**src/rtl/clk_div_pkg.sv**
```systemverilog
`default_nettype none
// ============================================================================
//  Module      : clk_div_pkg
//  Description : Shared types for the multi-channel clock divider.
//                div_mode_e selects 50% toggle or one-cycle tick output;
//                div_cfg_t bundles one channel's configuration.
//  Revision    : 1.0  initial release
// ============================================================================
package clk_div_pkg;

    localparam int unsigned TERM_W = 32;

    typedef enum logic {
        MODE_TOGGLE = 1'b0,
        MODE_PULSE  = 1'b1
    } div_mode_e;

    typedef struct packed {
        logic              en;
        div_mode_e         mode;
        logic [TERM_W-1:0] term;
    } div_cfg_t;

endpackage
`default_nettype wire

```
**src/rtl/clk_div_multi_if.sv**
```systemverilog
`default_nettype none
// ============================================================================
//  Module      : clk_div_multi_if
//  Description : Configuration write bus for clk_div_multi.
//                Ports: cfg_we (write strobe), cfg_ch (target channel),
//                cfg_term (terminal count), cfg_mode (toggle/pulse),
//                cfg_en (channel enable). No ready: writes never stall.
//                master = config source, slave = divider.
//  Revision    : 1.0  initial release
// ============================================================================
interface clk_div_multi_if
    import clk_div_pkg::div_mode_e;
#(
    parameter int unsigned N_CH   = 2,
    parameter int unsigned TERM_W = 32
);

    localparam int unsigned CH_W = (N_CH > 1) ? $clog2(N_CH) : 1;

    logic              cfg_we;
    logic [CH_W-1:0]   cfg_ch;
    logic [TERM_W-1:0] cfg_term;
    div_mode_e         cfg_mode;
    logic              cfg_en;

    modport master (output cfg_we, cfg_ch, cfg_term, cfg_mode, cfg_en);
    modport slave  (input  cfg_we, cfg_ch, cfg_term, cfg_mode, cfg_en);

endinterface
`default_nettype wire

```
**src/rtl/clk_div_chan.sv**
```systemverilog
`default_nettype none
// ============================================================================
//  Module      : clk_div_chan
//  Description : One divider channel: counter, active and pending config,
//                registered toggle clock and tick outputs.
//                Ports: clk, rst (async, active high), we (write for this
//                channel), wr_term/wr_mode/wr_en (write data), sync (phase
//                realign), div_clk (toggle output), tick (pulse output),
//                pend (term/mode update waiting for the next wrap).
//  Revision    : 1.0  initial release
// ============================================================================
module clk_div_chan
    import clk_div_pkg::div_mode_e;
    import clk_div_pkg::MODE_TOGGLE;
    import clk_div_pkg::MODE_PULSE;
#(
    parameter int unsigned       TERM_W       = 32,
    parameter logic [TERM_W-1:0] DEFAULT_TERM = '0,
    parameter bit                RESET_EN     = 1'b1
)(
    input  wire logic              clk,
    input  wire logic              rst,
    input  wire logic              we,
    input  wire logic [TERM_W-1:0] wr_term,
    input  wire div_mode_e         wr_mode,
    input  wire logic              wr_en,
    input  wire logic              sync,
    output logic                   div_clk,
    output logic                   tick,
    output logic                   pend
);

    logic [TERM_W-1:0] r_cnt;
    logic [TERM_W-1:0] r_term;
    div_mode_e         r_mode;
    logic              r_en;
    logic              r_pend;
    logic [TERM_W-1:0] r_pend_term;
    div_mode_e         r_pend_mode;
    logic              r_clk;
    logic              r_tick;

    logic              w_wrap;
    logic [TERM_W-1:0] w_next_term;
    div_mode_e         w_next_mode;

    // Config taking effect at a wrap: a write landing on the wrap cycle wins
    // over an older pending value, which in turn wins over the active one.
    always_comb begin
        w_wrap      = r_en && (r_cnt == r_term);
        w_next_term = r_term;
        w_next_mode = r_mode;
        if (we) begin
            w_next_term = wr_term;
            w_next_mode = wr_mode;
        end else if (r_pend) begin
            w_next_term = r_pend_term;
            w_next_mode = r_pend_mode;
        end
    end

    always_ff @(posedge clk or posedge rst) begin
        if (rst) begin
            r_cnt       <= '0;
            r_term      <= DEFAULT_TERM;
            r_mode      <= MODE_TOGGLE;
            r_en        <= RESET_EN;
            r_pend      <= 1'b0;
            r_pend_term <= DEFAULT_TERM;
            r_pend_mode <= MODE_TOGGLE;
            r_clk       <= 1'b0;
            r_tick      <= 1'b0;
        end else if (we && (!wr_en || !r_en)) begin
            // Disabling, or writing a disabled channel: config is applied at
            // once and the counter restarts from 0 when enabled.
            r_en    <= wr_en;
            r_term  <= wr_term;
            r_mode  <= wr_mode;
            r_pend  <= 1'b0;
            r_cnt   <= '0;
            r_clk   <= 1'b0;
            r_tick  <= 1'b0;
        end else if (!r_en) begin
            r_cnt   <= '0;
            r_clk   <= 1'b0;
            r_tick  <= 1'b0;
        end else if (sync) begin
            r_cnt   <= '0;
            r_clk   <= 1'b0;
            r_tick  <= 1'b0;
            if (r_pend) begin
                r_term <= r_pend_term;
                r_mode <= r_pend_mode;
            end
            // A write alongside sync still lands in pending.
            r_pend <= we;
            if (we) begin
                r_pend_term <= wr_term;
                r_pend_mode <= wr_mode;
            end
        end else if (w_wrap) begin
            r_cnt  <= '0;
            r_term <= w_next_term;
            r_mode <= w_next_mode;
            r_pend <= 1'b0;
            if (w_next_mode != r_mode) begin
                r_clk  <= 1'b0;
                r_tick <= 1'b0;
            end else if (r_mode == MODE_TOGGLE) begin
                r_clk  <= ~r_clk;
                r_tick <= 1'b0;
            end else begin
                r_clk  <= 1'b0;
                r_tick <= 1'b1;
            end
        end else begin
            r_cnt  <= r_cnt + TERM_W'(1);
            r_tick <= 1'b0;
            if (we) begin
                r_pend      <= 1'b1;
                r_pend_term <= wr_term;
                r_pend_mode <= wr_mode;
            end
        end
    end

    // The unused output of each mode is held low by the update rules above.
    assign div_clk = r_clk;
    assign tick    = r_tick;
    assign pend    = r_pend;

    logic w_unused_pulse;
    assign w_unused_pulse = (MODE_PULSE == MODE_TOGGLE);

endmodule
`default_nettype wire

```
**src/rtl/clk_div_multi.sv**
```systemverilog
`default_nettype none
// ============================================================================
//  Module      : clk_div_multi
//  Description : N-channel programmable clock divider / tick generator.
//                Each channel has a runtime terminal count T, a mode
//                (toggle: period 2(T+1); pulse: one-cycle tick every T+1)
//                and an enable. Term/mode writes to a running channel are
//                held pending until its next wrap.
//                Ports: clk, rst (async, active high), cfg (config write
//                bus, slave), clk_o / tick_o / pend_o (per channel).
//                Optional macro CLKDIV_SYNC_EN adds sync_i: a high cycle
//                restarts all enabled channels from count 0 and applies
//                any pending config.
//  Revision    : 1.0  initial release
// ============================================================================
module clk_div_multi
    import clk_div_pkg::div_mode_e;
#(
    parameter int unsigned       N_CH         = 2,
    parameter int unsigned       TERM_W       = clk_div_pkg::TERM_W,
    parameter logic [TERM_W-1:0] DEFAULT_TERM = TERM_W'(49_999_999),
    parameter bit                RESET_EN     = 1'b1
)(
    input  wire logic       clk,
    input  wire logic       rst,
`ifdef CLKDIV_SYNC_EN
    input  wire logic       sync_i,
`endif
    clk_div_multi_if.slave  cfg,
    output logic [N_CH-1:0] clk_o,
    output logic [N_CH-1:0] tick_o,
    output logic [N_CH-1:0] pend_o
);

    localparam int unsigned CH_W = (N_CH > 1) ? $clog2(N_CH) : 1;

    logic w_sync;
`ifdef CLKDIV_SYNC_EN
    assign w_sync = sync_i;
`else
    assign w_sync = 1'b0;
`endif

    // Out-of-range channel indices match no channel and are dropped.
    generate
        for (genvar i = 0; i < N_CH; i++) begin : g_chan
            logic w_we;
            assign w_we = cfg.cfg_we && (cfg.cfg_ch == CH_W'(i));

            clk_div_chan #(
                .TERM_W       (TERM_W),
                .DEFAULT_TERM (DEFAULT_TERM),
                .RESET_EN     (RESET_EN)
            ) u_chan (
                .clk     (clk),
                .rst     (rst),
                .we      (w_we),
                .wr_term (cfg.cfg_term),
                .wr_mode (cfg.cfg_mode),
                .wr_en   (cfg.cfg_en),
                .sync    (w_sync),
                .div_clk (clk_o[i]),
                .tick    (tick_o[i]),
                .pend    (pend_o[i])
            );
        end
    endgenerate

endmodule
`default_nettype wire
```
**src/flat_wrapper.sv**
```systemverilog
// flat-port wrapper written by rule: the top's interface ports become plain ports
module clk_div_multi_flat import clk_div_pkg::div_mode_e;
#(
    parameter int unsigned       N_CH         = 2,
    parameter int unsigned       TERM_W       = clk_div_pkg::TERM_W,
    parameter logic [TERM_W-1:0] DEFAULT_TERM = TERM_W'(49_999_999),
    parameter bit                RESET_EN     = 1'b1
)
  (clk, rst, clk_o, tick_o, pend_o, cfg_cfg_we, cfg_cfg_ch, cfg_cfg_term, cfg_cfg_mode, cfg_cfg_en);
  clk_div_multi_if #(.N_CH(N_CH), .TERM_W(TERM_W)) cfg_i ();
  input  wire logic clk;
  input  wire logic rst;
  output logic [N_CH-1:0] clk_o;
  output logic [N_CH-1:0] tick_o;
  output logic [N_CH-1:0] pend_o;
  input wire logic [$bits(cfg_i.cfg_we)-1:0] cfg_cfg_we;
  input wire logic [$bits(cfg_i.cfg_ch)-1:0] cfg_cfg_ch;
  input wire logic [$bits(cfg_i.cfg_term)-1:0] cfg_cfg_term;
  input wire logic [$bits(cfg_i.cfg_mode)-1:0] cfg_cfg_mode;
  input wire logic [$bits(cfg_i.cfg_en)-1:0] cfg_cfg_en;
  assign cfg_i.cfg_we = cfg_cfg_we;
  assign cfg_i.cfg_ch = cfg_cfg_ch;
  assign cfg_i.cfg_term = cfg_cfg_term;
  assign cfg_i.cfg_mode = cfg_cfg_mode;
  assign cfg_i.cfg_en = cfg_cfg_en;
  clk_div_multi #(.N_CH(N_CH), .TERM_W(TERM_W), .DEFAULT_TERM(DEFAULT_TERM), .RESET_EN(RESET_EN)) u_core (.clk(clk), .rst(rst), .cfg(cfg_i), .clk_o(clk_o), .tick_o(tick_o), .pend_o(pend_o));
endmodule
```
**config.mk**
```make
export PLATFORM = sky130hd
export DESIGN_NAME = clk_div_multi_flat
export DESIGN_NICKNAME = d
export VERILOG_FILES = /design/src/rtl/clk_div_pkg.sv /design/src/rtl/clk_div_multi_if.sv /design/src/rtl/clk_div_chan.sv /design/src/rtl/clk_div_multi.sv /design/src/flat_wrapper.sv
export SDC_FILE = /design/constraint.sdc
export NUM_CORES = 1
export LEC_CHECK = 0
export BUFFER_PORTS_ARGS = -buffer_cell sky130_fd_sc_hd__buf_2
export CORE_MARGIN = 4
export CORE_UTILIZATION = 35
export DETAILED_ROUTE_END_ITERATION = 10
export PLACE_DENSITY = 0.49
export SLEW_MARGIN = 20
export SYNTH_ARGS = -nofsm -noshare
export SYNTH_HDL_FRONTEND = slang
export SYNTH_SLANG_ARGS = --single-unit
```
**constraint.sdc**
```tcl
create_clock -name clk -period 6.5 [get_ports clk]
set_input_delay 0.65 -clock clk [delete_from_list [all_inputs] [get_ports clk]]
set_output_delay 0.65 -clock clk [all_outputs]
set_load 0.1 [all_outputs]
```
==> reports/metrics.cfg, run 1 <==
[power_and_ir_drop]
power.density_nw_per_um2=315
ir_worst_vdd_v=0.000197
leakage_nw=5.47

[routing]
dr.pass1.iters=5
wl_met1_mm=15.9
wire_per_inst_um=20.7
drt_iter0_markers=549
via_per_inst=5.56
wl_mm=32.8
drc_errors=0
antenna_left=0
wl_met2_mm=15.0
met3_length_mm=1.06
dr_total_vias=8807
highest_layer=met4

[setup_path]
reg2reg_to=u_core.g_chan[0].u_chan.r_pend_term[11]
critPathLaunchType=flip-flop
path_depth=7
cp_num_buf_inv=2
cp.arrival_ns=3.40
crit_required_ns=6.92
crit_type=flip-flop to flip-flop
crit_top_cell=buf_4
end_kind=flip-flop
r2r_setup_slack_ns=3.52
r2r_cells=7
path_cells=xor2_1 -> nor4_1 -> and4_1 -> buf_4 -> a21oi_4 -> buf_4 -> mux2_4
path_max_fanout=35
cpMaxStageDelayCell=dfstp_2
max_stage_delay_ns=0.61
crit_family=simple AND/OR/NAND/NOR gates
reg2reg_from=u_core.g_chan[0].u_chan.r_term[5]

[logic_synthesis]
synth_top_area_share_pct=27.8
synth.net_count=1185
synth_top_cell_by_area=dfrtp_1
synth-seq-cells=204
ys_warn_count=0
synthCells=1143
synth_area_leaders=dfrtp_1 28%, dfstp_2 17%, xor2_1 7.3%, a211oi_1 6.2%, nor2_1 5.5%
syn_avg_cell_area_um2=10.2
ys_seq_area_share_pct=44.4
syn_area_um2=11700
ys_types=46

[sta]
timing.setup.tns_ns=0
finalHoldViolCount=0
period_share_pct=45.9
timing.fmax_ghz=0.335
final_max_slew_viol_count=0
worstMarginPinSlew_ns=0.975
rsz0062_at_grt=no
min_period_ns=2.98
fin_worst_skew_ns=0.0203
relSlewSlack_pct=35.0
finalSetupViolations=0

[global_route]
overflow=0
grt_pass1_vias=8874
grt_pass1_wl_mm=53.4
grt_antenna_before_repair=1
grt_max_degree=126
track_usage_pct=18.0

[placement]
numPortBuffers=43
postPlaceCellArea_um2=12100
gp_congestion=0.788
hpwl_mm=20.8

[cells_and_area]
final_common_cell=nor2_1
areaGrowthSynthToFinish_pct=10.4
drive_above_1_share_pct=23.6
final_area_um2=12900
n_antenna_cell=0
layout.nets=1166
layout_common_cells=169 x nor2_1, 130 x dfrtp_1, 98 x xor2_1, 96 x a211oi_1, 74 x dfstp_2

[die]
io_pins=44
rows=66
initial_utilization_pct=35.7
die_area_um2=36400
die_width_um=191
die_y_um=191
core-area_um2=32800

[clocking]
cts_tree=done
htreeDepth=1
cts_inserted_buffers=25
cts_buffer_depth=3
root_buffer=clkbuf_16
cts_repair_resize_count=0
postCtsSetupRepairBufs=0
clkTransAtPathRegs_ns=0.06
hold_buffers=0
clkSinkCount=204
clock_latency_ns=0.53

[flow_run]
drv_cap=0

[worst_hold_path]
min_path_type=primary input to async pin

[outcome]
status=finished clean

-- where the power goes --
part | internal [mW] | switching [mW] | total, mW
sequential | 1.56 | 0.173 | 1.74
combinational | 0.396 | 0.536 | 0.932
clock | 0.833 | 0.568 | 1.40
-- worst max-delay path by stage --
stage	start	end	slack (ns)
after detailed placement	u_core.g_chan[0].u_chan.r_term[5]	u_core.g_chan[0].u_chan.r_pend_term[11]	3.54
after global placement	u_core.g_chan[0].u_chan.r_term[5]	u_core.g_chan[0].u_chan.r_pend_term[11]	3.53
after floorplan	rst	u_core.g_chan[0].u_chan.div_clk	0.41
final	u_core.g_chan[0].u_chan.r_term[5]	u_core.g_chan[0].u_chan.r_pend_term[11]	3.52
after CTS	u_core.g_chan[0].u_chan.r_term[5]	u_core.g_chan[0].u_chan.r_pend_term[11]	3.53
after global routing	u_core.g_chan[0].u_chan.r_term[5]	u_core.g_chan[0].u_chan.r_pend_term[11]	3.44
-- synthesized netlist by cell type (all sizes together) --
cell type / n
mux2: 68
nor2: 173
and2: 4
mux2i: 2
and3: 6
nor2b: 1
nor3: 43
dfstp: 74
a211oi: 96
or4: 1
o311a: 32
nand4: 23
nor4: 26
o2111ai: 32
a311oi: 32
buf: 54
a21oi: 2
inv: 9
nand4b: 1
a31oi: 2
a21boi: 2
nand2b: 1
ha: 4
xor2: 98
o22ai: 32
clkbuf: 58
o21ai: 6
or2: 1
nand2: 32
dfrtp: 130
a21o: 32
o21a: 4
or3: 1
xnor2: 26
nand3: 25
and4: 10
-- logic make-up (layout without fill, tap and decap cells) --
| logic type | Yosys count | in the layout | share of synthesized area (%) |
|---|---|---|---|
| muxes | 70 | 70 | 7.80 |
| adders and majority gates | 4 | 4 | 0.428 |
| and+or+nand+nor | 348 | 348 | 14.4 |
| buffers and inverters | 121 | 120 | 5.27 |
| DFF | 204 | 204 | 44.4 |
| xor gates and xnor gates | 124 | 124 | 9.28 |
| AOI/OAI and AO/OA | 272 | 272 | 18.5 |
-- sequential cells by signal (all words and copies together) (netlist names) --
register	cells
u_core.g_chan.u_chan.div_clk	2
u_core.g_chan.u_chan.pend	2
u_core.g_chan.u_chan.r_en	2
u_core.g_chan.u_chan.tick	2
u_core.g_chan.u_chan.r_term	64
u_core.g_chan.u_chan.r_cnt	64
u_core.g_chan.u_chan.r_pend_term	64
u_core.g_chan.u_chan.r_pend_mode	2
u_core.g_chan.u_chan.r_mode	2
-- final cells by class --
cell class                      count  area [µm²]
Clock buffer                       36         707
Clock inverter                      9         101
Fill cell                        3249       19900
Inverter                            9        41.3
Multi-Input combinational cell    818        5940
Sequential cell                   204        5200
Tap cell                          442         553
Timing Repair Buffer               66         388
-- per-layer routing --
metal  track usage (%)  vias to the layer above
li1                  -                     4206
met1              26.5                     4427
met2              28.2                      134
met3              2.58                       40
met4              4.28                        0
met5                 0                        -
-- per-stage QoR --
step	total power [mW]	hold slack (ns)	std cells	util [%]	setup WS (ns)
floorplan	2.44	0.480	1143	-	0.405
global placement	2.68	0.491	1539	37.0	3.53
detailed placement	2.69	0.497	1539	37.0	3.54
CTS	4.12	0.358	1584	39.4	3.53
global route	4.29	0.383	1584	39.4	3.44
finish	4.07	0.269	1584	39.4	3.52
(Power assumes the default switching activity.)
==> run 2, diff against run 1 <==
--- a/config.mk
+++ b/config.mk
@@ -9,7 +9,7 @@
 export CORE_MARGIN = 4
 export CORE_UTILIZATION = 35
 export DETAILED_ROUTE_END_ITERATION = 10
-export PLACE_DENSITY = 0.49
+export PLACE_DENSITY = 0.47
 export SLEW_MARGIN = 20
 export SYNTH_ARGS = -nofsm -noshare
 export SYNTH_HDL_FRONTEND = slang
==> constraint.sdc (replaced) <==
create_clock -name clk -period 2.8 [get_ports clk]
set_input_delay 0.28 -clock clk [delete_from_list [all_inputs] [get_ports clk]]
set_output_delay 0.28 -clock clk [all_outputs]
set_load 0.1 [all_outputs]
==> run 2 against run 1 <==
Against the previous run: clock skew fell by 0.0051 ns; non-clock buffer count rose by 22; worst hold slack got worse by 0.21 ns; sequential share of layout area fell by 0.88 points; critical path type is now flip-flop to output pin; clock power rose by 140%; design area rose by 2.2%; sequential power rose by 130%; routed wire length rose by 2.0%; global-route usage rose by 0.24 points.
==> reports/metrics.cfg, run 2 (synthesized netlist as in run 1, its figures left out) <==
[outcome]
status=finished clean

[setup_path]
startpoint=u_core.g_chan[0].u_chan.pend
crit_type=flip-flop to output pin
path_max_fanout=24  ; -31%
crit_required_ns=2.52  ; -4.40 ns
end_kind=output pin
r2r_setup_slack_ns=0.45  ; -3.07 ns
cp.arrival_ns=2.09  ; -1.31 ns
reg2reg_from=u_core.g_chan[1].u_chan.r_term[14]
critPathLaunchType=flip-flop

[global_route]
grt_pass1_vias=8710  ; -1.8%
grt_max_degree=112  ; -11%
track_usage_pct=18.3  ; +0.24 points
grt_antenna_before_repair=1  ; unchanged
grt_pass1_wl_mm=53.6  ; +0.30%
overflow=0  ; unchanged

[sta]
relSlewSlack_pct=50.7  ; +16 points
timing.fmax_ghz=0.421
rsz0062_at_grt=no
period_share_pct=84.8
hold_ws_ns=0.0566  ; -0.213 ns
finalHoldViolCount=0  ; unchanged
final_max_slew_viol_count=0  ; unchanged
finalSetupViolations=0  ; unchanged
fin_worst_skew_ns=0.0152  ; -0.00511 ns
worstMarginPinSlew_ns=0.740  ; -0.236 ns
timing.setup.tns_ns=0  ; unchanged
min_period_ns=2.37

[die]
die_width_um=191  ; unchanged
die_y_um=191  ; unchanged
die_area_um2=36400  ; unchanged
rows=66  ; unchanged
initial_utilization_pct=35.7  ; unchanged
core-area_um2=32800  ; unchanged
io_pins=44  ; unchanged

[clocking]
htreeDepth=1  ; unchanged
cts_buffer_depth=3  ; unchanged
clkTransAtPathRegs_ns=0.06  ; about the same
cts_tree=done
root_buffer=clkbuf_16
clkSinkCount=204  ; unchanged
clock_latency_ns=0.54  ; about the same
cts_inserted_buffers=26  ; +4.0%
postCtsSetupRepairBufs=0  ; unchanged

[power_and_ir_drop]
leakage_nw=5.63  ; +2.9%
ir_worst_vdd_v=0.000468  ; +140%
power.density_nw_per_um2=731  ; +130%

[routing]
via_per_inst=5.48  ; -1.5%
drt_iter0_markers=638  ; +16%
antenna_left=0  ; unchanged
wire_per_inst_um=20.8  ; +0.41%
dr.pass1.iters=4  ; -1
wl_mm=33.4  ; +2.0%
dr_total_vias=8814  ; +0.079%
drc_errors=0  ; unchanged

[cells_and_area]
areaGrowthSynthToFinish_pct=12.9
layout.nets=1189  ; +2.0%
final_common_cell=nor2_1
n_antenna_cell=0  ; unchanged
fill_cells=3257  ; +0.25%
biggestRegsByFlops=u_core.g_chan.u_chan.r_cnt x64, u_core.g_chan.u_chan.r_pend_term x64, u_core.g_chan.u_chan.r_term x64
drive_above_1_share_pct=24.9  ; +1.4 points
layout_common_cells=169 x nor2_1, 130 x dfrtp_1, 98 x xor2_1, 96 x a211oi_1, 74 x dfstp_2

[flow_run]
drv_cap=0  ; unchanged

[worst_hold_path]
min_path_type=primary input to flip-flop
min_from=cfg_cfg_term[26]

[placement]
numPortBuffers=43  ; unchanged
gp_congestion=0.763  ; -3.2%
hpwl_mm=22.1  ; +6.3%

run 2: cell count changes in the layout (fill, tap and decap cells not counted):
cell           delta
buf_4            +13
buf_12            +7
clkbuf_8          +3
dlygate4sd3_1     +2
nor2_2            +2
nor2_4            -2
bufinv_16         -1
clkbuf_16         +1
clkinv_8          +1
inv_6             -1
nand2_1           +1
nand2_2           -1
run 2: what timing repair did:
action,4_1_cts,5_1_grt
gates resized for setup,0,0
endpoints found under the hold margin,59,0
hold buffers,2,0
run 2: cell type report:
class | count | area [µm²] | share of cell area [%]
Multi-Input combinational cell | 818 | 5930 | 44.8
Clock buffer | 40 | 773 | 5.85
Inverter | 9 | 37.5 | 0.284
Clock inverter | 8 | 82.6 | 0.625
Timing Repair Buffer | 88 | 646 | 4.89
Tap cell | 442 | 553 | 4.18
Sequential cell | 204 | 5200 | 39.3
run 2: path summary, 6_finish.rpt:
check / depth (start not counted) / endpoint
max reg2reg: 6 / u_core.g_chan[1].u_chan.r_term[10]
min reg2reg: 1 / u_core.g_chan[1].u_chan.r_pend_term[30]
min: 2 / u_core.g_chan[0].u_chan.r_pend_term[26]
max in group asynchronous: 4 / u_core.g_chan[0].u_chan.r_cnt[19]
max: 2 / pend_o[0]
min in group asynchronous: 4 / u_core.g_chan[1].u_chan.r_term[16]
run 2: per-layer routing:
metal | GRT usage [%] | share of wire, % | vias up
met2 | 29.4 | 46 | 131
met5 | 0 | 0.033 | -
li1 | - | - | 4265
met4 | 3.54 | 1.8 | 2
met1 | 26.7 | 49 | 4380
met3 | 2.31 | 2.7 | 36
run 2: report_power, final:
part | switching, mW | internal (mW) | total (mW) | leakage (nW)
clock network | 1.37 | 2.00 | 3.37 | 0.426
logic | 1.26 | 0.996 | 2.26 | 2.70
registers | 0.402 | 3.63 | 4.03 | 2.51
total | 3.04 | 6.62 | 9.66 | 5.63
run 2: metrics by stage:
step	utilization [%]	instance area, µm²	power (mW)	instances	setup slack (ns)
3_5_place_dp	37.6	12300	6.34	1559	0.478
2_1_floorplan	-	11700	5.66	1143	-0.0639
4_1_cts	40.3	13200	9.78	1609	0.394
6_report	40.3	13200	9.66	1609	0.425
5_1_grt	40.3	13200	10.2	1609	0.214
3_3_place_gp	37.6	12300	6.32	1559	0.485
run 2: critical path, cell delays in order (launching register included):
cell and delay (ns):
dfrtp_1 0.63, buf_4 0.42, buf_2 0.50
==> run 3, diff against run 2 <==
--- a/config.mk
+++ b/config.mk
@@ -5,11 +5,12 @@
 export SDC_FILE = /design/constraint.sdc
 export NUM_CORES = 1
 export LEC_CHECK = 0
+export ABC_AREA = 1
 export BUFFER_PORTS_ARGS = -buffer_cell sky130_fd_sc_hd__buf_2
 export CORE_MARGIN = 4
 export CORE_UTILIZATION = 35
 export DETAILED_ROUTE_END_ITERATION = 10
-export PLACE_DENSITY = 0.47
+export PLACE_DENSITY = 0.49
 export SLEW_MARGIN = 20
 export SYNTH_ARGS = -nofsm -noshare
 export SYNTH_HDL_FRONTEND = slang
==> constraint.sdc (replaced) <==
create_clock -name clk -period 2.1 [get_ports clk]
set_input_delay 0.21 -clock clk [delete_from_list [all_inputs] [get_ports clk]]
set_output_delay 0.21 -clock clk [all_outputs]
set_load 0.1 [all_outputs]
==> run 3 against run 2 <==
Against the previous run: area after synthesis fell by 7.9%; sequential cell count did not move; setup slack lost 0.25 ns; critical endpoint is now u_core.g_chan[1].u_chan.r_term[30]; largest power group unchanged.
==> reports/metrics.cfg, run 3 <==
[logic_synthesis]
syn_area_um2=10800  ; -7.9%
synth-seq-cells=204  ; unchanged
synthCells=1365  ; +19%
syn_avg_cell_area_um2=7.90  ; -23%
synth_top_area_share_pct=30.2  ; +2.4 points
synth.net_count=1407  ; +19%
synth-compound-area-share_pct=7.89  ; -11 points
synthMuxAreaShare_pct=0  ; -7.8 points
ys.flop_type=dfrtp_1
synth_edf_count=0  ; unchanged
async_reset_ff_share_pct=100  ; unchanged
yosys.area_share.simple_pct=29.7  ; +15 points
synth_top_family_by_area=simple AND/OR/NAND/NOR gates
yosys-top-cells-count=439 x nand2_1, 130 x dfrtp_1, 122 x inv_1
ys_warn_count=0  ; unchanged
synth_top_cell_by_area=dfrtp_1
ys_types=36  ; -22%
synthMostInstantiatedCell=nand2_1
synth_xor_area_share_pct=5.93  ; -3.3 points
ys_seq_area_share_pct=48.2  ; +3.8 points
synth_area_leaders=dfrtp_1 30%, dfstp_2 18%, nand2_1 15%, inv_1 4.2%, o21ai_0 4.1%
synth-adder-area-share_pct=0.464  ; +0.037 points

[clocking]
postCtsSetupRepairBufs=0  ; unchanged
cts_inserted_buffers=26  ; unchanged
clkTransAtPathRegs_ns=0.06  ; about the same
cts_tree=done
clock_latency_ns=0.53  ; about the same
htreeDepth=1  ; unchanged
clkSinkCount=204  ; unchanged
root_buffer=clkbuf_16
cts_buffer_depth=3  ; unchanged

[setup_path]
path_max_fanout=32  ; +33%
r2r_cells=12  ; +6
crit_required_ns=2.51  ; about the same
crit_family=simple AND/OR/NAND/NOR gates
cp_num_buf_inv=2  ; unchanged
reg2reg_from=u_core.g_chan[1].u_chan.r_cnt[0]
crit_type=flip-flop to flip-flop
end_kind=flip-flop
critPathLaunchType=flip-flop
crit_top_cell=nand2_1
cpMaxStageDelayCell=dfrtp_1
path_cells=buf_4 -> xnor2_1 -> nand2_1 -> nor2_1 -> nand2_1 -> nor2_1 -> nand3_1 -> nand2_2 -> nand2_2 -> buf_12 -> nand2_1 -> nand2_1
reg2reg_to=u_core.g_chan[1].u_chan.r_term[30]
r2r_setup_slack_ns=0.18  ; -0.27 ns
max_stage_delay_ns=0.38  ; -0.25 ns
cp.arrival_ns=2.34  ; +0.25 ns

[cells_and_area]
areaGrowthSynthToFinish_pct=17.4
drive_above_1_share_pct=17.5  ; -7.4 points
seq_area_um2=5200  ; unchanged
final_common_cell=nand2_1
biggestRegsByFlops=u_core.g_chan.u_chan.r_cnt x64, u_core.g_chan.u_chan.r_pend_term x64, u_core.g_chan.u_chan.r_term x64
fill_cells=3063  ; -6.0%
multi_input_area_um2=4790  ; -19%
n_antenna_cell=0  ; unchanged
layout.nets=1473  ; +24%
layout_common_cells=437 x nand2_1, 130 x dfrtp_1, 120 x inv_1, 107 x nor2_1, 88 x o21ai_0

[power_and_ir_drop]
leakage_nw=5.76  ; +2.2%
seqPwrFrac_pct=44.8  ; +3.1 points
power.density_nw_per_um2=1010  ; +38%
clkPwrFrac_pct=33.7  ; -1.2 points
switchingPower_mw=4.00  ; +32%
p_int_mw=8.76  ; +32%
switching_share_pct=31.4  ; -0.087 points
power_frac_comb_pct=21.6  ; -1.8 points
ir_worst_vdd_v=0.000595  ; +27%

[placement]
gp_congestion=0.809  ; +6.1%
numPortBuffers=43  ; unchanged
hpwl_mm=19.9  ; -10%

[die]
initial_utilization_pct=35.9  ; +0.19 points
die_area_um2=33700  ; -7.6%
die_y_um=184  ; -3.9%
core-area_um2=30000  ; -8.4%
rows=63  ; -4.5%
io_pins=44  ; unchanged
die_width_um=184  ; -3.9%

[routing]
wl_mm=28.9  ; -13%
drc_errors=0  ; unchanged
wire_per_inst_um=15.7  ; -24%
drt_iter0_markers=611  ; -4.2%
via_per_inst=4.78  ; -13%
dr_total_vias=8798  ; -0.18%
dr.pass1.iters=5  ; +1
antenna_left=0  ; unchanged

[global_route]
grt_antenna_before_repair=0  ; -1
use_met3_pct=1.94  ; -0.37 points
overflow=0  ; unchanged
track_usage_pct=16.7  ; -1.6 points
use_met2_pct=24.6  ; -4.7 points
grt_pass1_wl_mm=46.1  ; -14%
grtUsageMet1_pct=26.2  ; -0.53 points
grt_pass1_vias=8274  ; -5.0%
grt-busiest-layer=met1
grt_max_degree=67  ; -40%

[sta]
worstMarginPinSlew_ns=0.571  ; -0.168 ns
finalHoldViolCount=0  ; unchanged
final_max_slew_viol_count=0  ; unchanged
finalSetupViolations=0  ; unchanged
hold_ws_ns=0.0263  ; -0.0303 ns
timing.setup.tns_ns=0  ; unchanged
relSlewSlack_pct=61.8  ; +11 points
timing.fmax_ghz=0.521
min_period_ns=1.92
fin_worst_skew_ns=0.0135  ; -0.00168 ns
period_share_pct=91.5

[worst_hold_path]
worstHoldEndpoint=u_core.g_chan[1].u_chan.r_pend_term[11]
min_from=cfg_cfg_term[11]
holdPathStages=3  ; +1
min_path_type=primary input to flip-flop

[flow_run]
drv_cap=0  ; unchanged

[outcome]
status=finished clean

## run 3: cell count changes after synthesis, moves of 61 or more
cell	change
nand3_1	+61
xor2_1	-75
nand2_1	+407
nor2_1	-64
inv_1	+113
o21ai_0	+84
a211oi_1	-96
## run 3: worst max path at each step
| stage | from | endpoint | slack, ns | cells after the start |
|---|---|---|---|---|
| after CTS | u_core.g_chan[0].u_chan.r_cnt[13] | u_core.g_chan[0].u_chan.r_term[18] | 0.10 | 12 |
| after detailed placement | u_core.g_chan[0].u_chan.r_cnt[13] | u_core.g_chan[0].u_chan.r_term[8] | 0.13 | 12 |
| after global placement | u_core.g_chan[1].u_chan.r_term[12] | u_core.g_chan[1].u_chan.r_cnt[27] | 0.16 | 10 |
| after global routing | u_core.g_chan[1].u_chan.r_cnt[2] | u_core.g_chan[1].u_chan.r_term[30] | -0.05 | 11 |
| after floorplan | rst | u_core.g_chan[0].u_chan.div_clk | -0.69 | 1 |
| final | u_core.g_chan[1].u_chan.r_cnt[0] | u_core.g_chan[1].u_chan.r_term[30] | 0.18 | 12 |
## run 3: worst min-delay path, cell delays in order
cell     delay, ns
buf_2         0.08
inv_1         0.09
o21ai_1       0.14
## run 3: stage by stage
step	cell area, µm²	cells	worst slack, ns	power [mW]	utilization, %
6_report	12700	1841	0.179	12.8	42.2
3_3_place_gp	11500	1765	0.163	8.41	38.2
2_1_floorplan	10800	1365	-0.694	7.69	-
5_1_grt	12700	1841	-0.0499	13.6	42.2
3_5_place_dp	11500	1765	0.127	8.47	38.2
4_1_cts	12500	1837	0.104	12.9	41.7
## run 3: cell families (layout without fill, tap and decap cells)
family,count (synthesis),after routing
compound gates,159,159
xor+xnor,73,73
fa+ha+maj,4,4
buf+inv,187,273
flops,204,204
simple gates,738,738
## run 3: power by group through the flow
stage	sequential [mW]	combinational, mW	clock, mW
2_1_floorplan	5.58	2.11	0
6_report	5.71	2.75	4.30
4_1_cts	5.72	2.74	4.44
3_5_place_dp	5.77	2.70	0
5_1_grt	5.84	3.18	4.59
3_3_place_gp	5.76	2.65	0
## run 3: per-layer routing
layer	vias up	share of wire, %	wire, µm
met4	0	1.7	487
met1	4180	53	15300
met5	-	0	0
li1	4443	-	-
met2	146	42	12200
met3	29	3.0	879
## run 3: final cells by class
cell class	instances	area share [%]
Clock buffer	41	5.90
Inverter	127	3.79
Sequential cell	204	41.1
Multi-Input combinational cell	974	37.8
Clock inverter	7	0.563
Timing Repair Buffer	98	7.03
Tap cell	390	3.85
## run 3: repair_timing
item / in CTS / in global routing
hold buffers: 24 / 0
endpoints found under the hold margin: 49 / 0
gates resized for setup: 0 / 11
setup endpoints to repair: 0 / 95
